--- src/rtl/gist_pkg.sv ---
// gist_pkg: shared types for the histogram ("gist") sequencer.
//
// Contents:
//   gist_state_t   - job sequencer states
//   gist_wr_t      - forwarding register of the read-modify-write pipeline,
//                    sized for the widest supported configuration
//                    (BIN_W <= GIST_MAX_BIN_W, CNT_W <= GIST_MAX_CNT_W);
//                    users zero-extend into it
//   gist_bin_count - number of bins for a given BIN_W (2^BIN_W)
package gist_pkg;

  typedef enum logic [2:0] {
    IDLE,
    CLEAR,
    ACC,
    DRAIN,
    READ,
    DONE
  } gist_state_t;

  localparam int GIST_MAX_BIN_W = 16;
  localparam int GIST_MAX_CNT_W = 32;

  typedef struct packed {
    logic                      vld;
    logic [GIST_MAX_BIN_W-1:0] addr;
    logic [GIST_MAX_CNT_W-1:0] data;
  } gist_wr_t;

  function automatic int unsigned gist_bin_count(input int unsigned bin_w);
    return 32'd1 << bin_w;
  endfunction

endpackage

--- src/rtl/gist_rmw.sv ---
// gist_rmw: two-stage read-modify-write pipeline that increments one bin per
// accepted pixel.
//
// S0 (accept cycle) issues the bin read; S1 adds one to the returned count and
// writes it back. The bin RAM is read-first, so a pixel hitting the same bin
// as the pixel directly before it would read a stale count; the previous
// write is kept in wr_q and forwarded in that case. Two pixels further apart
// see the committed value from the RAM itself.
//
// Ports:
//   clk, rst       clock, synchronous active-high reset
//   pix_accept     a pixel is accepted this cycle (S0)
//   pix_bin        bin of the accepted pixel
//   rd_addr        bin RAM read address (0 when no pixel is accepted)
//   rd_data        bin RAM read data, one cycle after rd_addr
//   wr_en/addr/data  bin RAM write port (S1)
//   sat_hit        (GIST_SAT_EN only) the written count reached the maximum
//
// Optional feature macro: GIST_SAT_EN (saturating instead of wrapping count).
module gist_rmw
  import gist_pkg::*;
#(
  parameter int BIN_W = 6,
  parameter int CNT_W = 16
) (
  input  logic             clk,
  input  logic             rst,
  input  logic             pix_accept,
  input  logic [BIN_W-1:0] pix_bin,
  output logic [BIN_W-1:0] rd_addr,
  input  logic [CNT_W-1:0] rd_data,
  output logic             wr_en,
  output logic [BIN_W-1:0] wr_addr,
  output logic [CNT_W-1:0] wr_data
`ifdef GIST_SAT_EN
  ,
  output logic             sat_hit
`endif
);

  logic                      s1_vld;
  logic [BIN_W-1:0]          s1_bin;
  gist_wr_t                  wr_q;
  logic                      fwd_hit;
  logic [GIST_MAX_CNT_W-1:0] src;
  logic [CNT_W-1:0]          new_cnt;

  always_ff @(posedge clk) begin
    if (rst) begin
      s1_vld <= 1'b0;
      s1_bin <= '0;
      wr_q   <= '0;
    end else begin
      s1_vld     <= pix_accept;
      s1_bin     <= pix_bin;
      wr_q.vld   <= s1_vld;
      wr_q.addr  <= GIST_MAX_BIN_W'(s1_bin);
      wr_q.data  <= GIST_MAX_CNT_W'(new_cnt);
    end
  end

  always_comb begin
    rd_addr = pix_accept ? pix_bin : '0;
    fwd_hit = wr_q.vld && (wr_q.addr == GIST_MAX_BIN_W'(s1_bin));
    src     = fwd_hit ? wr_q.data : GIST_MAX_CNT_W'(rd_data);
`ifdef GIST_SAT_EN
    // Clamp at the all-ones count; the flag reports any write that lands there.
    if (src[CNT_W-1:0] == {CNT_W{1'b1}}) begin
      new_cnt = src[CNT_W-1:0];
    end else begin
      new_cnt = CNT_W'(src + GIST_MAX_CNT_W'(1));
    end
    sat_hit = s1_vld && (new_cnt == {CNT_W{1'b1}});
`else
    new_cnt = CNT_W'(src + GIST_MAX_CNT_W'(1));
`endif
    wr_en   = s1_vld;
    wr_addr = s1_vld ? s1_bin : '0;
    wr_data = s1_vld ? new_cnt : '0;
  end

endmodule

--- src/rtl/gist_calc_ctrl.sv ---
// gist_calc_ctrl: histogram sequencer. One job per accepted start pulse:
// clear every bin of the external bin RAM, accumulate frame_len pixels, let
// the update pipeline drain, then stream all bins out 0..2^BIN_W-1.
//
// Ports:
//   clk, rst          clock, synchronous active-high reset
//   start, frame_len  job request; frame_len latched on accepted start
//   busy, done        job in progress / one-cycle end-of-job pulse
//   pix_valid/ready/data   pixel stream in (accepted only while accumulating)
//   ram_raddr, ram_rdata   bin RAM read port (1-cycle latency, read-first)
//   ram_we/waddr/wdata     bin RAM write port
//   bin_valid/ready/idx/cnt/last   histogram stream out
//   sat_flag          (GIST_SAT_EN only) sticky: some bin saturated this job
//
// Optional feature macro: GIST_SAT_EN. Undefined: counts wrap modulo 2^CNT_W
// and sat_flag does not exist. Defined: counts saturate and sat_flag is present.
module gist_calc_ctrl
  import gist_pkg::*;
#(
  parameter int PIX_W = 8,
  parameter int BIN_W = 6,
  parameter int CNT_W = 16,
  parameter int LEN_W = 20
) (
  input  logic             clk,
  input  logic             rst,
  input  logic             start,
  input  logic [LEN_W-1:0] frame_len,
  output logic             busy,
  output logic             done,
  input  logic             pix_valid,
  output logic             pix_ready,
  input  logic [PIX_W-1:0] pix_data,
  output logic [BIN_W-1:0] ram_raddr,
  input  logic [CNT_W-1:0] ram_rdata,
  output logic             ram_we,
  output logic [BIN_W-1:0] ram_waddr,
  output logic [CNT_W-1:0] ram_wdata,
  output logic             bin_valid,
  input  logic             bin_ready,
  output logic [BIN_W-1:0] bin_idx,
  output logic [CNT_W-1:0] bin_cnt,
  output logic             bin_last
`ifdef GIST_SAT_EN
  ,
  output logic             sat_flag
`endif
);

  localparam logic [BIN_W-1:0] LAST_BIN = BIN_W'(gist_bin_count(BIN_W) - 1);

  gist_state_t      state, state_next;
  logic [LEN_W-1:0] len_q;
  logic [LEN_W-1:0] acc_cnt;
  logic [BIN_W-1:0] clr_cnt;
  logic             drain_cnt;
  logic [BIN_W-1:0] rd_idx;
  logic             rd_inflight;
  logic             rd_end;
  logic             rd_issue;
  logic             start_accept;
  logic             pix_accept;
  logic [BIN_W-1:0] pix_bin;
  logic [BIN_W-1:0] rmw_raddr;
  logic             rmw_we;
  logic [BIN_W-1:0] rmw_waddr;
  logic [CNT_W-1:0] rmw_wdata;
`ifdef GIST_SAT_EN
  logic             rmw_sat_hit;
`endif

  assign pix_bin = pix_data[PIX_W-1 -: BIN_W];

  gist_rmw #(
    .BIN_W(BIN_W),
    .CNT_W(CNT_W)
  ) u_rmw (
    .clk       (clk),
    .rst       (rst),
    .pix_accept(pix_accept),
    .pix_bin   (pix_bin),
    .rd_addr   (rmw_raddr),
    .rd_data   (ram_rdata),
    .wr_en     (rmw_we),
    .wr_addr   (rmw_waddr),
    .wr_data   (rmw_wdata)
`ifdef GIST_SAT_EN
    ,
    .sat_hit   (rmw_sat_hit)
`endif
  );

  always_ff @(posedge clk) begin
    if (rst) begin
      state <= IDLE;
    end else begin
      state <= state_next;
    end
  end

  always_comb begin
    state_next = state;
    busy       = 1'b0;
    done       = 1'b0;
    pix_ready  = 1'b0;
    case (state)
      IDLE: begin
        if (start) begin
          state_next = CLEAR;
        end
      end
      CLEAR: begin
        busy = 1'b1;
        if (clr_cnt == LAST_BIN) begin
          state_next = (len_q == '0) ? DRAIN : ACC;
        end
      end
      ACC: begin
        busy      = 1'b1;
        pix_ready = (acc_cnt < len_q);
        if (pix_valid && pix_ready && (acc_cnt == len_q - LEN_W'(1))) begin
          state_next = DRAIN;
        end
      end
      DRAIN: begin
        busy = 1'b1;
        if (drain_cnt) begin
          state_next = READ;
        end
      end
      READ: begin
        busy = 1'b1;
        if (bin_valid && bin_ready && bin_last) begin
          state_next = DONE;
        end
      end
      DONE: begin
        done       = 1'b1;
        state_next = IDLE;
      end
      default: state_next = IDLE;
    endcase
  end

  assign start_accept = (state == IDLE) && start;
  assign pix_accept   = pix_valid && pix_ready;

  // A bin being handed off this cycle frees the output register, which lets
  // the next read overlap the handshake and keeps readout at 1 bin / 2 cycles.
  assign rd_issue = (state == READ) && !rd_inflight && !rd_end &&
                    (!bin_valid || bin_ready);

  always_comb begin
    ram_raddr = rd_issue ? rd_idx : rmw_raddr;
    ram_we    = (state == CLEAR) || rmw_we;
    ram_waddr = (state == CLEAR) ? clr_cnt : rmw_waddr;
    ram_wdata = (state == CLEAR) ? '0 : rmw_wdata;
  end

  always_ff @(posedge clk) begin
    if (rst) begin
      len_q       <= '0;
      acc_cnt     <= '0;
      clr_cnt     <= '0;
      drain_cnt   <= 1'b0;
      rd_idx      <= '0;
      rd_inflight <= 1'b0;
      rd_end      <= 1'b0;
      bin_valid   <= 1'b0;
      bin_idx     <= '0;
      bin_cnt     <= '0;
      bin_last    <= 1'b0;
    end else begin
      if (start_accept) begin
        len_q   <= frame_len;
        acc_cnt <= '0;
        clr_cnt <= '0;
        rd_idx  <= '0;
        rd_end  <= 1'b0;
      end
      if (state == CLEAR) begin
        clr_cnt <= clr_cnt + BIN_W'(1);
      end
      if (pix_accept) begin
        acc_cnt <= acc_cnt + LEN_W'(1);
      end
      if (state == DRAIN) begin
        drain_cnt <= ~drain_cnt;
      end
      rd_inflight <= rd_issue;
      if (rd_inflight) begin
        bin_valid <= 1'b1;
        bin_cnt   <= ram_rdata;
        bin_idx   <= rd_idx;
        bin_last  <= (rd_idx == LAST_BIN);
        rd_idx    <= rd_idx + BIN_W'(1);
        if (rd_idx == LAST_BIN) begin
          rd_end <= 1'b1;
        end
      end else if (bin_valid && bin_ready) begin
        bin_valid <= 1'b0;
        bin_last  <= 1'b0;
      end
    end
  end

`ifdef GIST_SAT_EN
  always_ff @(posedge clk) begin
    if (rst) begin
      sat_flag <= 1'b0;
    end else if (start_accept) begin
      sat_flag <= 1'b0;
    end else if (rmw_sat_hit) begin
      sat_flag <= 1'b1;
    end
  end
`endif

endmodule

--- config.mk ---
export PLATFORM = sky130hd
export DESIGN_NAME = gist_calc_ctrl
export DESIGN_NICKNAME = d
export VERILOG_FILES = /design/src/rtl/gist_pkg.sv /design/src/rtl/gist_rmw.sv /design/src/rtl/gist_calc_ctrl.sv
export SDC_FILE = /design/constraint.sdc
export NUM_CORES = 1
export LEC_CHECK = 0
export BUFFER_PORTS_ARGS = -buffer_cell sky130_fd_sc_hd__buf_4
export CELL_PAD_IN_SITES_DETAIL_PLACEMENT = 2
export CELL_PAD_IN_SITES_GLOBAL_PLACEMENT = 2
export CORE_AREA = 2 2 153 155
export CTS_CLUSTER_SIZE = 10
export DETAILED_ROUTE_END_ITERATION = 16
export DIE_AREA = 0 0 155 157
export PLACE_DENSITY_LB_ADDON = 0.1
export SYNTH_ARGS = -nofsm -noshare
export SYNTH_HDL_FRONTEND = slang
export SYNTH_HIERARCHICAL = 1
export SYNTH_SLANG_ARGS = --single-unit
--- constraint.sdc ---
create_clock -name clk -period 2.6 [get_ports clk]
set_clock_uncertainty 0.05 [all_clocks]
set_input_delay 0 -clock clk [delete_from_list [all_inputs] [get_ports clk]]
set_output_delay 0 -clock clk [all_outputs]
set_load 0.1 [all_outputs]
==> flow_metrics.env, run 1 <==
export IMPL_nets=1131
export IMPL_critPathKind="flip-flop to output port"
export IMPL_post_route_min_period_ns=2.99
export IMPL_antenna_found_initial=0
export IMPL_io_pins=105
export IMPL_synth_cell_area_um2=6670
export IMPL_clockBufferDepth=2
export IMPL_finalNonFillerCells=1347
export IMPL_rsz0062_at_grt="yes"
export IMPL_yosysTopAreaCell="dfxtp_1"
export IMPL_finalSetupViolations=21
export IMPL_crit_arrival_ns=2.94
export IMPL_setup_ws_ns=-0.394
export IMPL_async_reset_ff_share_pct=0
export IMPL_grt_start_max_net_pins=55
export IMPL_utilization_pct=44.7
export IMPL_startpoint="u_rmw/wr_q[37]"
export IMPL_startpoint_type="flip-flop"
export IMPL_insertion_delay_ns=0.37
export IMPL_rows=55
export IMPL_antenna_cells=0
export IMPL_hold_viol=0
export IMPL_drt_first_iter_violations=247
export IMPL_maxCapViolCount=0
export IMPL_die_w_um=155
export IMPL_ir_drop_v=0.000420
export IMPL_htreeDepth=3
export IMPL_hp_class="input pin to flip-flop"
export IMPL_wirelength_um=29800
export IMPL_hold_path_startpoint="rst"
export IMPL_syn_avg_cell_area_um2=8.05
export IMPL_clkSinkCount=112
export IMPL_required_ns=2.55
export IMPL_slew_headroom_pct=46.7
export IMPL_dieArea_um2=24300
export IMPL_yosysUniqueCellTypes=63
export IMPL_cts_clk_slew_worst_paths_ns=0.08
export IMPL_synth_edf_count=0
export IMPL_violations="negative setup slack"
export IMPL_coreArea_um2=22500
export IMPL_cts_tree="built"
export IMPL_grt_pass1_vias=7803
export IMPL_regToRegStartpoint="u_rmw/wr_q[37]"
export IMPL_drive_gt1_share_pct=35.4
export IMPL_synth_cells=829
export IMPL_ys_seq_area_share_pct=33.6
export IMPL_chipHeight_um=157
export IMPL_worstSetupEndpointType="output port"
export IMPL_synth_top_area_share_pct=33.6
export IMPL_period_share_pct=115
export IMPL_drtAntennaViolNets=0
export IMPL_initial_core_util_pct=29.6
export IMPL_syn2layout_area_growth_pct=51.0
export IMPL_tightest_slew_ns=0.800
export IMPL_p_leak_nw=4.04
export IMPL_routed_via_count=6997
export IMPL_io_buffers=102
export IMPL_max_freq_mhz=334
export IMPL_place_congestion=0.817
export IMPL_run_status="finished with violations"
export IMPL_dp_cells=1248
export IMPL_yosysMostFrequentCell="dfxtp_1"
export IMPL_syn_nets=903
export IMPL_synth_top_cells_by_count="dfxtp_1, nand2_1, nor2_1"
export IMPL_yosys_warnings=6
export IMPL_first_pass_iters=5
export IMPL_root_buffer="clkbuf_16"
export IMPL_crit_fanout=6
export IMPL_cts_buffers=9
export IMPL_synth_seq_cells=112
export IMPL_dpl_hpwl_um=20000
export IMPL_drc=0
export IMPL_slew_violations=0
export IMPL_grt_first_pass_wirelength_um=45200
export IMPL_finalSetupTns_ns=-3.85
export IMPL_drt_vias_per_instance=5.19
export IMPL_grt_usage_pct=23.9
export IMPL_overflow=0
export IMPL_wl_per_cell_um=22.1
export IMPL_synth_ff_type="dfxtp_1"
export IMPL_p_per_area_nw_per_um2=606
export IMPL_synth_area_leaders="dfxtp_1, nand2_1, mux2i_1, xnor2_1, ha_1"
## cell families after synthesis
logic type                 count (synthesis)  share of synthesized area, %
buffers and inverters                     71                          4.41
AOI/OAI and AO/OA                        114                          10.9
and+or+nand+nor                          399                          31.1
xor gates and xnor gates                  59                          7.75
DFF                                      112                          33.6
adders and majority gates                 25                          4.69
muxes                                     49                          7.54
## sequential cells by signal (all words and copies together) (netlist names)
| signal | count |
|---|---|
| acc_cnt | 20 |
| bin_cnt | 16 |
| bin_idx | 6 |
| bin_last | 1 |
| bin_valid | 1 |
| clr_cnt | 6 |
| drain_cnt | 1 |
| len_q | 20 |
| rd_end | 1 |
| rd_idx | 6 |
| rd_inflight | 1 |
| state | 3 |
| u_rmw/s1_bin | 6 |
| u_rmw/wr_en | 1 |
| u_rmw/wr_q | 23 |
## power by group
group	total (mW)	switching (mW)	leakage, nW	internal (mW)
combinational	2.68	1.65	2.96	1.03
clock	1.50	0.801	0.151	0.697
sequential	1.93	0.102	0.922	1.82
total	6.10	2.55	4.04	3.55
## cells in the final DEF, fill, tap and decap left out, types with 5 or more instances in the layout
cell,Yosys,final
and3_1,14,13
o31ai_1,6,6
clkbuf_16,0,10
nor2_1,63,60
nor3_2,2,7
ha_4,0,9
a21oi_2,0,12
nand2_1,107,104
nand3_2,1,7
inv_1,28,22
nand3_1,45,38
o21ai_0,11,9
nand4_1,14,14
buf_6,3,14
ha_1,25,15
buf_12,0,15
a21oi_1,56,43
mux2i_1,39,38
xor2_1,23,23
o211ai_1,5,5
xnor2_1,36,32
a31oi_1,7,6
dlygate4sd3_1,0,43
nor3_1,22,16
or3_1,9,6
nor2b_1,30,27
nor4_1,13,6
inv_2,0,5
buf_4,0,186
mux2_4,0,9
or4_4,0,5
nand2b_1,7,7
and2_4,0,13
dfxtp_1,112,91
and2_1,40,27
dfxtp_2,0,17
## layer usage
metal / vias up / part of all wire [%] / GRT usage, %
li1: 3327 / - / -
met2: 112 / 51 / 42.6
met1: 3521 / 45 / 30.4
met3: 37 / 2.8 / 3.28
met4: 0 / 2.0 / 6.31
met5: - / 0 / 0
## path summary, 6_finish.rpt
check / endpoint / slack, ns / depth (start not counted)
setup / recovery: ram_wdata[14] / -0.39 / 12
hold / removal: state[2] / 0.27 / 3
setup reg to reg: u_rmw/wr_q[4] / -0.30 / 17
hold reg to reg: len_q[2] / 0.45 / 2
## through the flow
step                      worst slack [ns]  power, mW  hold WS, ns  area, um^2
after floorplan                   -0.00627       3.29       0.0780        6770
after global placement              -0.103       4.09        0.190        8260
after detailed placement            -0.168       4.20        0.207        8260
after CTS                           -0.272       5.97        0.228        9720
after global routing                -0.499       6.40        0.279       10100
final                               -0.394       6.10        0.266       10100
## worst max-delay path: stages (launching register included)
cell	delay (ns)
dfxtp_2	0.34
xnor2_2	0.16
nand4_1	0.19
nor2_4	0.22
mux2_4	0.21
ha_4	0.14
and4_4	0.28
nand4_1	0.13
xor2_1	0.18
mux2i_1	0.21
and2_1	0.18
and2_4	0.15
buf_12	0.16
## repair_timing
item,4_1_cts,5_1_grt
pin swaps,39,43
buffers inserted,35,17
resized for setup,122,66
gates cloned,0,1
hold endpoints to repair,44,0
hold buffers,43,0
setup endpoints to repair,24,43
## layout make-up
type,count,area (um^2)
clock buffers,9,225
clock inverters,7,83.8
fillers,2461,12400
inverters,29,114
multi-input cells,646,4700
flip-flops and latches,112,2280
well taps,285,357
repair buffers,259,2310
Note: power is estimated with default switching activity, not from simulation.
==> run 2, diff against run 1 <==
--- a/config.mk
+++ b/config.mk
@@ -8,12 +8,12 @@
 export BUFFER_PORTS_ARGS = -buffer_cell sky130_fd_sc_hd__buf_4
 export CELL_PAD_IN_SITES_DETAIL_PLACEMENT = 2
 export CELL_PAD_IN_SITES_GLOBAL_PLACEMENT = 2
-export CORE_AREA = 2 2 153 155
+export CORE_AREA = 2 2 148 150
+export CTS_BUF_LIST = sky130_fd_sc_hd__clkbuf_8
 export CTS_CLUSTER_SIZE = 10
 export DETAILED_ROUTE_END_ITERATION = 16
-export DIE_AREA = 0 0 155 157
+export DIE_AREA = 0 0 150 152
 export PLACE_DENSITY_LB_ADDON = 0.1
 export SYNTH_ARGS = -nofsm -noshare
 export SYNTH_HDL_FRONTEND = slang
-export SYNTH_HIERARCHICAL = 1
 export SYNTH_SLANG_ARGS = --single-unit
==> run 2 against run 1 <==
Against the previous run: sequential share of layout area fell by 0.15 points; wire length fell by 3.9%; count of clock-buffer cells in the layout did not move; largest cell class unchanged; area after synthesis fell by 2.7%; fmax fell by 7.5%; die area fell by 6.3%; register-to-register slack improved by 0.16 ns; the run still ends with negative setup slack left; sequential power fell by 6%.
==> flow_metrics.env, run 2 <==
export IMPL_clockBufferDepth=2
export IMPL_tightest_slew_ns=0.928
export IMPL_finalSetupViolations=25
export IMPL_yosysMostFrequentCell="dfxtp_1"
export IMPL_syn_nets=880
export IMPL_yosys_warnings=0
export IMPL_final_common_cell="buf_4"
export IMPL_required_ns=2.55
export IMPL_worstSetupEndpointType="output port"
export IMPL_coreArea_um2=21400
export IMPL_p_total_mw=3.98
export IMPL_synth_cell_area_um2=6490
export IMPL_antenna_found_initial=0
export IMPL_rrSetupSlack_ns=-0.14
export IMPL_run_status="finished with violations"
export IMPL_max_freq_mhz=309
export IMPL_startpoint="u_rmw.wr_q[34]"
export IMPL_p_comb_share_pct=26.5
export IMPL_grt_usage_pct=23.9
export IMPL_critPathKind="flip-flop to output port"
export IMPL_dieArea_um2=22800
export IMPL_grt_first_pass_wirelength_um=43200
export IMPL_drt_first_iter_violations=226
export IMPL_initial_core_util_pct=30.4
export IMPL_r2r_cells=10
export IMPL_drtAntennaViolNets=0
export IMPL_synth_top_cells_by_count="dfxtp_1, nand2_1, nor2_1"
export IMPL_cp_depth=11
export IMPL_post_route_min_period_ns=3.24
export IMPL_synth_area_leaders="dfxtp_1, mux2i_1, nand2_1, a21oi_1, ha_1"
export IMPL_crit_fanout=5
export IMPL_synth_ff_type="dfxtp_1"
export IMPL_drive_gt1_share_pct=38.1
export IMPL_critPathBufInv=2
export IMPL_first_pass_iters=4
export IMPL_cts_clk_slew_worst_paths_ns=0.12
export IMPL_root_buffer="clkbuf_8"
export IMPL_rows=54
export IMPL_place_congestion=0.827
export IMPL_slew_headroom_pct=38.1
export IMPL_regToRegStartpoint="u_rmw.wr_q[37]"
export IMPL_clkPwrFrac_pct=27.9
export IMPL_path_cells="xor2_2 > or3_4 > nor2_4 > mux2_4 > ha_4 > inv_2 > a221oi_4 > nand4_1 > xor2_2 > a211oi_4 > buf_12"
export IMPL_drt_vias_per_instance=5.37
export IMPL_crit_family="simple AND/OR/NAND/NOR gates"
export IMPL_overflow=0
export IMPL_dpl_hpwl_um=18800
export IMPL_grt_start_max_net_pins=75
export IMPL_cts_buffers=9
export IMPL_largest_reg_flops=23
export IMPL_htreeDepth=3
export IMPL_swShare_pct=34.3
export IMPL_io_buffers=102
export IMPL_grt_pass1_vias=7930
export IMPL_violations="negative setup slack"
export IMPL_reg_largest_list="u_rmw.wr_q: 23 flops, acc_cnt: 20 flops, len_q: 20 flops"
export IMPL_synth_cells=805
export IMPL_io_pins=105
export IMPL_die_w_um=150
export IMPL_power_switching_mw=1.36
export IMPL_async_reset_ff_share_pct=0
export IMPL_yosysUniqueCellTypes=64
export IMPL_syn2layout_area_growth_pct=56.0
export IMPL_holdWs_ns=0.0520
export IMPL_slew_violations=0
export IMPL_mostFrequentLayoutCells="buf_4, nand2_1, dfxtp_1"
export IMPL_nets=1116
export IMPL_drc=0
export IMPL_maxCapViolCount=0
export IMPL_syn_avg_cell_area_um2=8.06
export IMPL_setup_ws_ns=-0.637
export IMPL_startpoint_type="flip-flop"
export IMPL_top_register="u_rmw.wr_q"
export IMPL_power_frac_seq_pct=45.7
export IMPL_cts_tree="built"
export IMPL_insertion_delay_ns=0.41
export IMPL_ys_seq_area_share_pct=34.6
export IMPL_hold_viol=0
export IMPL_hp_class="input pin to flip-flop"
export IMPL_slowest_delay_ns=0.42
export IMPL_p_per_area_nw_per_um2=393
export IMPL_endpoint="ram_wdata[12]"
export IMPL_crit_arrival_ns=3.19
export IMPL_chipHeight_um=152
export IMPL_ir_drop_v=0.000209
export IMPL_synth_top_area_share_pct=34.6
export IMPL_r2r_end="u_rmw.wr_q[15]"
export IMPL_wl_per_cell_um=21.6
export IMPL_p_leak_nw=4.00
export IMPL_path_common_cell="xor2_2"
export IMPL_antenna_cells=0
export IMPL_p_int_mw=2.61
export IMPL_cpMaxStageDelayCell="or3_4"
export IMPL_rsz0062_at_grt="yes"
export IMPL_synth_seq_cells=112
export IMPL_clkSinkCount=112
export IMPL_synth_edf_count=0
export IMPL_yosysTopAreaCell="dfxtp_1"
export IMPL_period_share_pct=125
export IMPL_wirelength_um=28600
export IMPL_routed_via_count=7115
-- run 2: cell types whose count changed in the layout (fill, tap and decap cells not counted), sizes merged, moves of 7 or more --
cell	delta
a211oi	+7
a21oi	+10
and2	-39
buf	+13
nand2	-17
nand4	+7
nor2	+20
nor2b	-12
nor3	-9
o21ai	+9
xor2	-10
-- run 2: logic make-up (layout without fill, tap and decap cells) --
family                   count (synthesis)  after routing  synth area share (%)
AND/OR/NAND/NOR                        345            345                  26.8
AO/OA/AOI/OAI                          159            159                  16.3
flip-flops                             112            112                  34.6
buffers and inverters                   75            316                  4.55
XOR/XNOR                                48             48                  6.48
multiplexers                            40             40                  6.27
adder cells (fa/ha/maj)                 26             26                  5.01
-- run 2: cell type report --
class	count	area [um^2]
clock buffers	9	124
clock inverters	7	66.3
fillers	2314	11200
inverters	28	105
multi-input cells	618	4720
flip-flops and latches	112	2270
well taps	280	350
repair buffers	272	2480
-- run 2: worst register-to-register path, cell delays in order, from the launching register on --
cell	delay, ns
dfxtp_2	0.35
xor2_2	0.17
buf_4	0.15
nor3_4	0.29
nand4_1	0.16
buf_6	0.16
a222oi_1	0.35
buf_4	0.23
nand4_1	0.22
xnor2_2	0.34
nor2_1	0.10
-- run 2: how the worst min path moves through the flow --
stage	cells past startpoint	endpoint	slack [ns]	from
final	4	rd_end	0.05	start
after global routing	4	rd_end	0.11	start
after CTS	4	rd_end	0.03	start
after detailed placement	2	u_rmw.s1_bin[0]	0.20	pix_data[2]
after global placement	2	u_rmw.s1_bin[0]	0.19	pix_data[2]
after floorplan	1	u_rmw.s1_bin[0]	0.08	pix_data[2]
-- run 2: metal layers --
| metal | up-vias | part of all wire [%] | track usage (%) |
|---|---|---|---|
| met5 | - | 0 | 0 |
| met2 | 119 | 54 | 44.0 |
| li1 | 3321 | - | - |
| met1 | 3638 | 41 | 27.7 |
| met3 | 37 | 2.4 | 3.33 |
| met4 | 0 | 2.2 | 8.76 |
-- run 2: power groups by stage --
stage / Combinational, mW / Clock, mW / Sequential [mW]
2_1_floorplan: 0.494 / 0 / 1.84
3_3_place_gp: 0.831 / 0 / 1.84
3_5_place_dp: 0.873 / 0 / 1.84
4_1_cts: 0.984 / 1.13 / 1.81
5_1_grt: 1.14 / 1.21 / 1.82
6_report: 1.05 / 1.11 / 1.82
-- run 2: repair_timing --
action,in CTS,in global routing
endpoints found under the setup margin,44,46
pin swaps,42,61
buffers inserted,20,11
hold buffers,44,0
gates cloned,0,1
gates resized for setup,128,82
endpoints found under the hold margin,46,0
-- run 2: per-stage QoR --
step                setup TNS, ns  worst slack (ns)  utilization (%)  instance area, um^2  instances
floorplan                   -4.09            -0.844                -                 6750        805
global placement           -0.991            -0.222             39.5                 8430       1241
detailed placement          -2.19            -0.279             39.5                 8430       1241
CTS                         -5.22            -0.616             45.6                 9730       1316
global route                -9.73            -0.753             47.4                10100       1326
finish                      -6.25            -0.637             47.4                10100       1326
==> run 3, diff against run 2 <==
--- a/config.mk
+++ b/config.mk
@@ -5,14 +5,14 @@
 export SDC_FILE = /design/constraint.sdc
 export NUM_CORES = 1
 export LEC_CHECK = 0
+export ABC_AREA = 1
 export BUFFER_PORTS_ARGS = -buffer_cell sky130_fd_sc_hd__buf_4
 export CELL_PAD_IN_SITES_DETAIL_PLACEMENT = 2
 export CELL_PAD_IN_SITES_GLOBAL_PLACEMENT = 2
-export CORE_AREA = 2 2 148 150
+export CORE_AREA = 2 2 151 153
 export CTS_BUF_LIST = sky130_fd_sc_hd__clkbuf_8
-export CTS_CLUSTER_SIZE = 10
 export DETAILED_ROUTE_END_ITERATION = 16
-export DIE_AREA = 0 0 150 152
+export DIE_AREA = 0 0 153 155
 export PLACE_DENSITY_LB_ADDON = 0.1
 export SYNTH_ARGS = -nofsm -noshare
 export SYNTH_HDL_FRONTEND = slang
==> run 3 against run 2 <==
Against the previous run: the run still ends with negative setup slack left; via count shrank 0.91%; cell count grew 9.2%; wire length shrank 5.5%; area after synthesis shrank 2.5%; design area shrank 4.5%; worst hold slack gained 0.033 ns; setup slack gained 0.35 ns; die area grew 4.0%; combinational power grew to 2.8 times the previous value; power grew 55%; critical path type unchanged; largest cell class unchanged; highest routed layer unchanged.
==> flow_metrics.env, run 3 <==
export IMPL_run_status="finished with violations"
export IMPL_violations="negative setup slack"
export IMPL_drive_gt1_share_pct=32.5
export IMPL_maxCapViolCount=0
export IMPL_routed_via_count=7050
export IMPL_dieArea_um2=23700
export IMPL_rows=55
export IMPL_antenna_found_initial=0
export IMPL_nets=1233
export IMPL_yosysMostFrequentCell="nand2_1"
export IMPL_startpoint_type="flip-flop"
export IMPL_drt_vias_per_instance=4.87
export IMPL_crit_arrival_ns=2.84
export IMPL_io_buffers=102
export IMPL_max_freq_mhz=346
export IMPL_grt_pass1_vias=7514
export IMPL_p_leak_nw=4.19
export IMPL_grt_first_pass_wirelength_um=40200
export IMPL_critPathKind="flip-flop to output port"
export IMPL_rsz0062_at_grt="yes"
export IMPL_required_ns=2.55
export IMPL_htreeDepth=3
export IMPL_coreArea_um2=22200
export IMPL_dp_slack_ns=0.0705
export IMPL_first_pass_iters=4
export IMPL_tightest_slew_ns=0.657
export IMPL_drt_first_iter_violations=227
export IMPL_clockBufferDepth=2
export IMPL_synth_seq_cells=112
export IMPL_grt_usage_pct=21.2
export IMPL_p_int_mw=3.26
export IMPL_wl_per_cell_um=18.7
export IMPL_hp_class="input pin to flip-flop"
export IMPL_hold_viol=0
export IMPL_synth_cells=943
export IMPL_post_route_min_period_ns=2.89
export IMPL_die_w_um=153
export IMPL_utilization_pct=43.5
export IMPL_p_comb_share_pct=47.8
export IMPL_yosys_warnings=0
export IMPL_cts_clk_slew_worst_paths_ns=0.15
export IMPL_clkSinkCount=112
export IMPL_ir_drop_v=0.000537
export IMPL_ys_seq_area_share_pct=35.4
export IMPL_root_buffer="clkbuf_8"
export IMPL_chipHeight_um=155
export IMPL_reg_largest_list="u_rmw.wr_q: 23 flops, acc_cnt: 20 flops, len_q: 20 flops"
export IMPL_setup_ws_ns=-0.290
export IMPL_mostFrequentLayoutCells="nand2_1, buf_4, nor2_1"
export IMPL_n_fill_cell=2577
export IMPL_io_pins=105
export IMPL_dpl_hpwl_um=17100
export IMPL_top_register="u_rmw.wr_q"
export IMPL_worstSetupEndpointType="output port"
export IMPL_period_share_pct=111
export IMPL_p_total_mw=6.16
export IMPL_power_frac_seq_pct=32.4
export IMPL_syn2layout_area_growth_pct=52.8
export IMPL_cts_tree="built"
export IMPL_largest_reg_flops=23
export IMPL_synth_edf_count=0
export IMPL_p_per_area_nw_per_um2=637
export IMPL_insertion_delay_ns=0.43
export IMPL_drtAntennaViolNets=0
export IMPL_regToRegStartpoint="u_rmw.s1_bin[1]"
export IMPL_async_reset_ff_share_pct=0
export IMPL_swShare_pct=47.1
export IMPL_slew_headroom_pct=56.2
export IMPL_synth_area_leaders="dfxtp_1, nand2_1, nor2_1, inv_1, a21oi_1"
export IMPL_grt_start_max_net_pins=53
export IMPL_synth_top_cells_by_count="nand2_1, nor2_1, inv_1"
export IMPL_slew_violations=0
export IMPL_place_congestion=0.767
export IMPL_drc=0
export IMPL_cts_buffers=9
export IMPL_hold_path_startpoint="pix_valid"
export IMPL_syn_nets=1018
export IMPL_clkPwrFrac_pct=19.8
export IMPL_syn_avg_cell_area_um2=6.71
export IMPL_antenna_cells=0
export IMPL_crit_fanout=8
export IMPL_initial_core_util_pct=28.5
export IMPL_synth_cell_area_um2=6330
export IMPL_finalSetupViolations=14
export IMPL_startpoint="u_rmw.s1_bin[1]"
export IMPL_final_common_cell="nand2_1"
export IMPL_synth_top_area_share_pct=35.4
export IMPL_overflow=0
export IMPL_wirelength_um=27100
export IMPL_yosysTopAreaCell="dfxtp_1"
export IMPL_dpl_cell_area_um2=7590
export IMPL_yosysUniqueCellTypes=45
export IMPL_final_area_um2=9660
export IMPL_power_switching_mw=2.90
export IMPL_synth_ff_type="dfxtp_1"
[run 3: power groups by stage]
stage	Clock, mW	Combinational [mW]	Sequential (mW)
after CTS	1.26	2.73	1.98
final	1.22	2.94	1.99
after detailed placement	0	2.52	2.01
after global placement	0	2.47	2.01
after global routing	1.33	3.24	2.02
after floorplan	0	1.68	2.07
[run 3: final cells by class]
| cell class | instances | area (um^2) | share of cell area [%] |
|---|---|---|---|
| Clock buffer | 9 | 124 | 1.28 |
| Clock inverter | 7 | 101 | 1.05 |
| Inverter | 125 | 477 | 4.93 |
| Multi-Input combinational cell | 676 | 4100 | 42.4 |
| Sequential cell | 112 | 2290 | 23.7 |
| Tap cell | 285 | 357 | 3.69 |
| Timing Repair Buffer | 234 | 2220 | 23.0 |
[run 3: kinds of logic after synthesis]
logic type      Yosys count  synth area share [%]
xor+xnor                 30                  4.15
compound gates          179                  15.8
fa+ha+maj                26                  5.14
flops                   112                  35.4
buf+inv                 155                  9.61
simple gates            441                  29.9
[run 3: timing repair]
action                                  CTS  global route
endpoints found under the setup margin   20            39
endpoints found under the hold margin    51             0
hold buffers                             43             0
setup buffers                            28            31
resized for setup                       136           104
pin swaps                                31            39
gates cloned                              1             1
[run 3: stage by stage]
stage          hold WS [ns]  setup TNS, ns  std cells
6_report             0.0848          -2.98       1448
5_1_grt              0.0794          -5.15       1448
4_1_cts              0.0685          -1.80       1419
3_5_place_dp          0.183              0       1331
3_3_place_gp          0.177              0       1331
2_1_floorplan        0.0750          -2.73        943
[run 3: worst paths after layout]
check / endpoint / cells after the start / slack [ns]
max: ram_wdata[7] / 15 / -0.29
min: acc_cnt[19] / 5 / 0.08
max reg2reg: u_rmw.wr_q[6] / 13 / 0.15
min reg2reg: drain_cnt / 2 / 0.43
[run 3: critical path, cell delays in order, from the launching register on]
cell	delay [ns]
dfxtp_2	0.35
inv_2	0.04
or2_1	0.23
nand4_2	0.12
nor2_4	0.04
buf_12	0.14
buf_12	0.15
nand2_1	0.10
o21ai_4	0.10
inv_2	0.13
nand3_2	0.12
nor2_4	0.22
buf_4	0.19
xor2_4	0.20
nor2_2	0.07
buf_12	0.18
[run 3: layer usage]
metal	up-vias	GRT usage (%)	share of wire, %
met4	0	4.01	1.8
met1	3469	25.2	43
met5	-	0	0
li1	3446	-	-
met2	98	39.5	52
met3	37	4.32	3.4
